--- src/rtl/ad9228_pkg.sv ---
// Shared AD9228 serial-link definitions: frame width, idle word and transmitter state encoding.
// Used by both the transmit emulator and the capture side.
package ad9228_pkg;

  localparam int                             AD9228_DATA_WIDTH = 12;
  localparam logic [AD9228_DATA_WIDTH-1:0]   AD9228_IDLE_WORD  = 12'h800;

  typedef enum logic {
    IDLE = 1'b0,
    RUN  = 1'b1
  } tx_state_t;

endpackage

--- src/rtl/ad9228_lvds_tx_emulator.sv ---
// Transmit-side model of one AD9228 serial LVDS channel: a one-deep hold register feeds a
// frame shift register that drives dout together with the fco frame clock and dco bit clock.
module ad9228_lvds_tx_emulator
  import ad9228_pkg::*;
#(
  parameter int                     DATA_WIDTH = AD9228_DATA_WIDTH,
  parameter logic [DATA_WIDTH-1:0]  IDLE_WORD  = AD9228_IDLE_WORD,
  parameter bit                     MSB_FIRST  = 1'b1
) (
  input  logic                  clk,
  input  logic                  rst,
  input  logic                  tx_en,
  input  logic [DATA_WIDTH-1:0] s_data,
  input  logic                  s_valid,
  output logic                  s_ready,
  output logic                  dout,
  output logic                  fco,
  output logic                  dco,
  output logic                  frame_start,
  output logic                  underrun
);

  localparam int             BW       = $clog2(DATA_WIDTH);
  localparam logic [BW-1:0]  LAST_BIT = BW'(DATA_WIDTH - 1);
  localparam logic [BW-1:0]  HALF_W   = BW'(DATA_WIDTH / 2);

  tx_state_t             state, state_next;
  logic [BW-1:0]         bit_idx, bit_idx_next;
  logic                  half, half_next;
  logic [DATA_WIDTH-1:0] shift_q, shift_next;
  logic [DATA_WIDTH-1:0] hold_q;
  logic                  hold_full;
  logic                  frame_end, load, accept;
  logic                  run_next;
  logic                  dout_next, fco_next, dco_next, frame_start_next, underrun_next;

  assign frame_end = (state == RUN) && (bit_idx == LAST_BIT) && half;
  assign load      = tx_en && ((state == IDLE) || frame_end);

  // Ready only counts frame_end when that edge actually drains the hold register, so a
  // full hold is never overwritten on a frame_end that returns to IDLE.
  assign s_ready = ~hold_full | (frame_end & tx_en);
  assign accept  = s_valid & s_ready;

  // State register
  always_ff @(posedge clk or posedge rst) begin
    // NOTE: sequential state uses non-blocking assignments so every register samples
    // pre-edge values regardless of process ordering.
    if (rst) state <= IDLE;
    else     state <= state_next;
  end

  // Next-state logic: a frame in progress always completes before leaving RUN
  always_comb begin
    // NOTE: default assignment first so no path through the case infers a latch.
    state_next = state;
    case (state)
      IDLE:    if (tx_en)              state_next = RUN;
      RUN:     if (frame_end && !tx_en) state_next = IDLE;
      default:                         state_next = IDLE;
    endcase
  end

  // Counter, shift register and registered-output next values
  always_comb begin
    bit_idx_next = bit_idx;
    half_next    = half;
    shift_next   = shift_q;
    if (state_next == IDLE) begin
      bit_idx_next = '0;
      half_next    = 1'b0;
    end else if (load) begin
      bit_idx_next = '0;
      half_next    = 1'b0;
      shift_next   = hold_full ? hold_q : IDLE_WORD;
    end else if (half) begin
      half_next    = 1'b0;
      bit_idx_next = bit_idx + 1'b1;
      shift_next   = MSB_FIRST ? (shift_q << 1) : (shift_q >> 1);
    end else begin
      half_next    = 1'b1;
    end

    run_next         = (state_next == RUN);
    dout_next        = run_next & (MSB_FIRST ? shift_next[DATA_WIDTH-1] : shift_next[0]);
    fco_next         = run_next & (bit_idx_next < HALF_W);
    dco_next         = run_next & (bit_idx_next[0] ^ half_next);
    frame_start_next = load;
    underrun_next    = load & ~hold_full;
  end

  // Datapath and output registers; the queued word is discarded on reset
  always_ff @(posedge clk or posedge rst) begin
    if (rst) begin
      bit_idx     <= '0;
      half        <= 1'b0;
      shift_q     <= '0;
      hold_q      <= '0;
      hold_full   <= 1'b0;
      dout        <= 1'b0;
      fco         <= 1'b0;
      dco         <= 1'b0;
      frame_start <= 1'b0;
      underrun    <= 1'b0;
    end else begin
      bit_idx     <= bit_idx_next;
      half        <= half_next;
      shift_q     <= shift_next;
      if (accept) begin
        hold_q    <= s_data;
        hold_full <= 1'b1;
      end else if (load) begin
        hold_full <= 1'b0;
      end
      dout        <= dout_next;
      fco         <= fco_next;
      dco         <= dco_next;
      frame_start <= frame_start_next;
      underrun    <= underrun_next;
    end
  end

endmodule

--- config.mk ---
export PLATFORM = sky130hd
export DESIGN_NAME = ad9228_lvds_tx_emulator
export DESIGN_NICKNAME = d
export VERILOG_FILES = /design/src/rtl/ad9228_pkg.sv /design/src/rtl/ad9228_lvds_tx_emulator.sv
export SDC_FILE = /design/constraint.sdc
export NUM_CORES = 1
export LEC_CHECK = 0
export ABC_AREA = 1
export BUFFER_PORTS_ARGS = -buffer_cell sky130_fd_sc_hd__buf_2
export CORE_UTILIZATION = 35
export DETAILED_ROUTE_END_ITERATION = 12
export GPL_TIMING_DRIVEN = 0
export PLACE_DENSITY = 0.52
export SLEW_MARGIN = 10
export SYNTH_ARGS = -nofsm -noshare
export SYNTH_HDL_FRONTEND = slang
export SYNTH_SLANG_ARGS = --single-unit
export TNS_END_PERCENT = 30
--- constraint.sdc ---
create_clock -name clk -period 2.7 [get_ports clk]
set_input_delay 0.135 -clock clk [delete_from_list [all_inputs] [get_ports clk]]
set_output_delay 0.135 -clock clk [all_outputs]
set_load 0.02 [all_outputs]
==> flow_summary.toml <==
[outcome]
status = "finished, violations left"
violations = "negative hold slack"

[drt]
drc = 0
vias = 1376
drt-initial-drc-count = 52
wire_per_inst_um = 10.6
routed_wl_mm = 3.51
first_pass_iters = 4
ant_nets = 0
via_per_inst = 4.17

[final_layout]
fin_area_mm2 = 0.00208
fin_util = 0.432
drive_above_1_share = 0.163
area_delta_synth_final_pct = 16.6
antennaDiodeCount = 0
final_nets = 279

[setup_path]
crit_family = "flip-flops"
critical_path_peak_fanout = 10
slowest_delay_ns = 0.40
cp_data_required_time_ns = 2.57
worstReg2RegStart = "bit_idx[0]"
cp-end-kind = "output pin"
cp-startpoint = "bit_idx[0]"
criticalPathCategory = "reg -> out"
cp.arrival_ns = 1.72
cp_num_buf_inv = 2
cp_slowest_cell = "dfrtp_1"
worstSetupStartpointType = "flip-flop"
crit_chain = "ha_1, nand2_1, nor2_2, nand2_2, o21ai_4, buf_4, buf_2"

[power_and_ir_drop]
p_comb_frac = 0.363
cellPowerDensity_mw_per_mm2 = 993
clkPwrFrac = 0.228
p_int_mw = 1.27
power.leakage_nw = 1.30
power.switching_mw = 0.799
p_sw_frac = 0.387
ir_drop_uv = 367
p_seq_frac = 0.409

[yosys]
synthCells = 234
synth_area_leaders = "dfrtp_1 (51%), nand2_1 (23%), inv_1 (6.5%), nand3_1 (6.5%), buf_6 (2.5%)"
synth.top_cell.area_share = 0.505
synth_cell_types = 20
synthSimpleGateAreaFrac = 0.351
synth_top_family_by_area = "simple AND/OR/NAND/NOR gates"
synth_fa_ha_area_frac = 0.00702
synthesis.area_mm2 = 0.00178
synth_top_area_cell = "dfrtp_1"
synth-compound-area-share = 0.0267
synth-seq-cells = 36
synth_fp_nets = 251
synth_xor_area_frac = 0.00491
synth.area.mux_share = 0
syn_area_per_cell_um2 = 7.62
yosysSeqAreaShare = 0.505
yosys_warnings = 0

[sta]
setup_viol = 0
maxSlewHeadroom = 0.495
fmax_ghz = 0.540
finalCriticalPeriod_ns = 1.85
worst_pin_slew_ns = 0.756
grt_setup_unrepaired = "no"
slew_viol_final = 0
fin_skew_ns = 0.00504
holdWs_ns = -0.0338
fin_tns_setup_ns = 0
finalHoldViolCount = 36
finalCritPeriodShare = 0.685

[floorplanning]
rows = 25
fp.dieArea_mm2 = 0.00538
start_util = 0.370
fp.dieH_um = 73.4
io_pins = 22
dieWidth_um = 73.4
core_mm2 = 0.00482

[place]
post_dp_cell_area_mm2 = 0.00197
gp_congestion = 0.733
dp_hpwl_mm = 2.48
place.port_buffers = 21

[grt]
grt_overflow_total = 0
grt_pass1_vias = 1351
antenna_found_initial = 0
grt_first_pass_wirelength_mm = 6.27
grt_max_degree = 37
grt_usage = 0.157

[job]
drv_cap = 0

[min_path]
hold_class = "in -> async"

[clocking]
cts_root_buffer = "clkbuf_8"
clk_latency_ns = 0.29
holdBufCountCts = 0
htree_levels = 2
cts_buffers = 5
cts_buffer_depth = 2
post_cts_resized = 0
path_clk_slew_ns = 0.07
cts.sinks = 36
cts_tree = "yes"
cts_setup_buffers = 0
[cell usage in the layout (no fill, tap or decap)]
cell type | netlist | final
nand2_1 | 109 | 109
dfrtp_1 | 36 | 36
inv_1 | 31 | 30
nand3_1 | 23 | 23
buf_2 | 0 | 21
nor2_1 | 6 | 6
clkbuf_1 | 4 | 5
clkbuf_8 | 0 | 5
nand2_4 | 4 | 4
buf_6 | 4 | 4
o21ai_0 | 3 | 3
nor3_1 | 3 | 3
nand2_2 | 2 | 2
inv_2 | 1 | 2
nor2_2 | 1 | 1
o21ai_4 | 1 | 1
buf_4 | 1 | 1
xor2_1 | 1 | 1
a31oi_1 | 1 | 1
a21oi_1 | 1 | 1
o21ai_1 | 1 | 1
ha_1 | 1 | 1
clkinv_2 | 0 | 1
bufinv_16 | 0 | 1
[metrics by stage]
stage	power, mW	hold WS [ns]	cells	setup slack, ns
2_1_floorplan	1.42	0.279	234	1.31
3_3_place_gp	1.61	0.367	322	1.12
3_5_place_dp	1.62	0.325	322	1.13
4_1_cts	2.09	0.00865	330	0.831
5_1_grt	2.25	0.0325	330	0.694
6_report	2.07	-0.0338	330	0.849
[power groups by stage]
stage	sequential (mW)	clock, mW	combinational (mW)
floorplan	0.858	0	0.558
global placement	0.853	0	0.753
detailed placement	0.854	0	0.763
CTS	0.844	0.484	0.765
global route	0.870	0.506	0.876
finish	0.844	0.471	0.750
[worst register-to-register path, stage by stage (launching register included)]
cell	delay, ns
dfrtp_1	0.41
ha_1	0.20
nand2_1	0.10
nor2_2	0.05
nand2_2	0.11
nand2_4	0.13
nand2_4	0.10
buf_6	0.14
nand2_1	0.06
nand2_1	0.07
o21ai_1	0.07
[area by class of cell]
type | instances | area [um^2]
Timing Repair Buffer | 21 | 105
Sequential cell | 36 | 901
Tap cell | 67 | 83.8
Inverter | 32 | 120
Fill cell | 529 | 2740
Clock inverter | 2 | 35.0
Multi-Input combinational cell | 157 | 694
Buffer | 9 | 67.6
Clock buffer | 6 | 72.6
[synthesized netlist by cell type (all sizes together)]
master	number
xor2	1
a21oi	1
buf	5
ha	1
nand3	23
o21ai	5
dfrtp	36
a31oi	1
nand2	115
clkbuf	4
nor2	7
inv	32
nor3	3
[kinds of logic after synthesis]
logic type	Yosys count
adder cells (fa/ha/maj)	1
XOR/XNOR	1
buffers and inverters	41
AND/OR/NAND/NOR	148
flip-flops	36
AO/OA/AOI/OAI	7
[state kept, by name, indices dropped and copies added, names as in the netlist]
register,count
hold_q,12
shift_q,12
underrun,1
hold_full,1
bit_idx,4
dout,1
state,1
dco,1
frame_start,1
half,1
fco,1
[layer usage]
layer | track usage | up-vias | routed length [um]
met5 | 0 | - | 0
li1 | - | 757 | -
met4 | 0.0641 | 0 | 61
met2 | 0.245 | 21 | 1520
met1 | 0.207 | 592 | 1820
met3 | 0.0412 | 6 | 111
[path summary, 6_finish.rpt]
| check | depth (start not counted) | slack, ns | endpoint |
|---|---|---|---|
| setup / recovery | 7 | 0.85 | s_ready |
| hold / removal | 2 | -0.03 | hold_q[8] |
| setup reg to reg | 10 | 1.13 | shift_q[11] |
| hold reg to reg | 2 | 0.47 | hold_q[2] |
| max in group asynchronous | 2 | 2.24 | hold_q[11] |
| min in group clk | 3 | 0.07 | hold_q[0] |
Note: power is estimated with default switching activity, not from simulation.
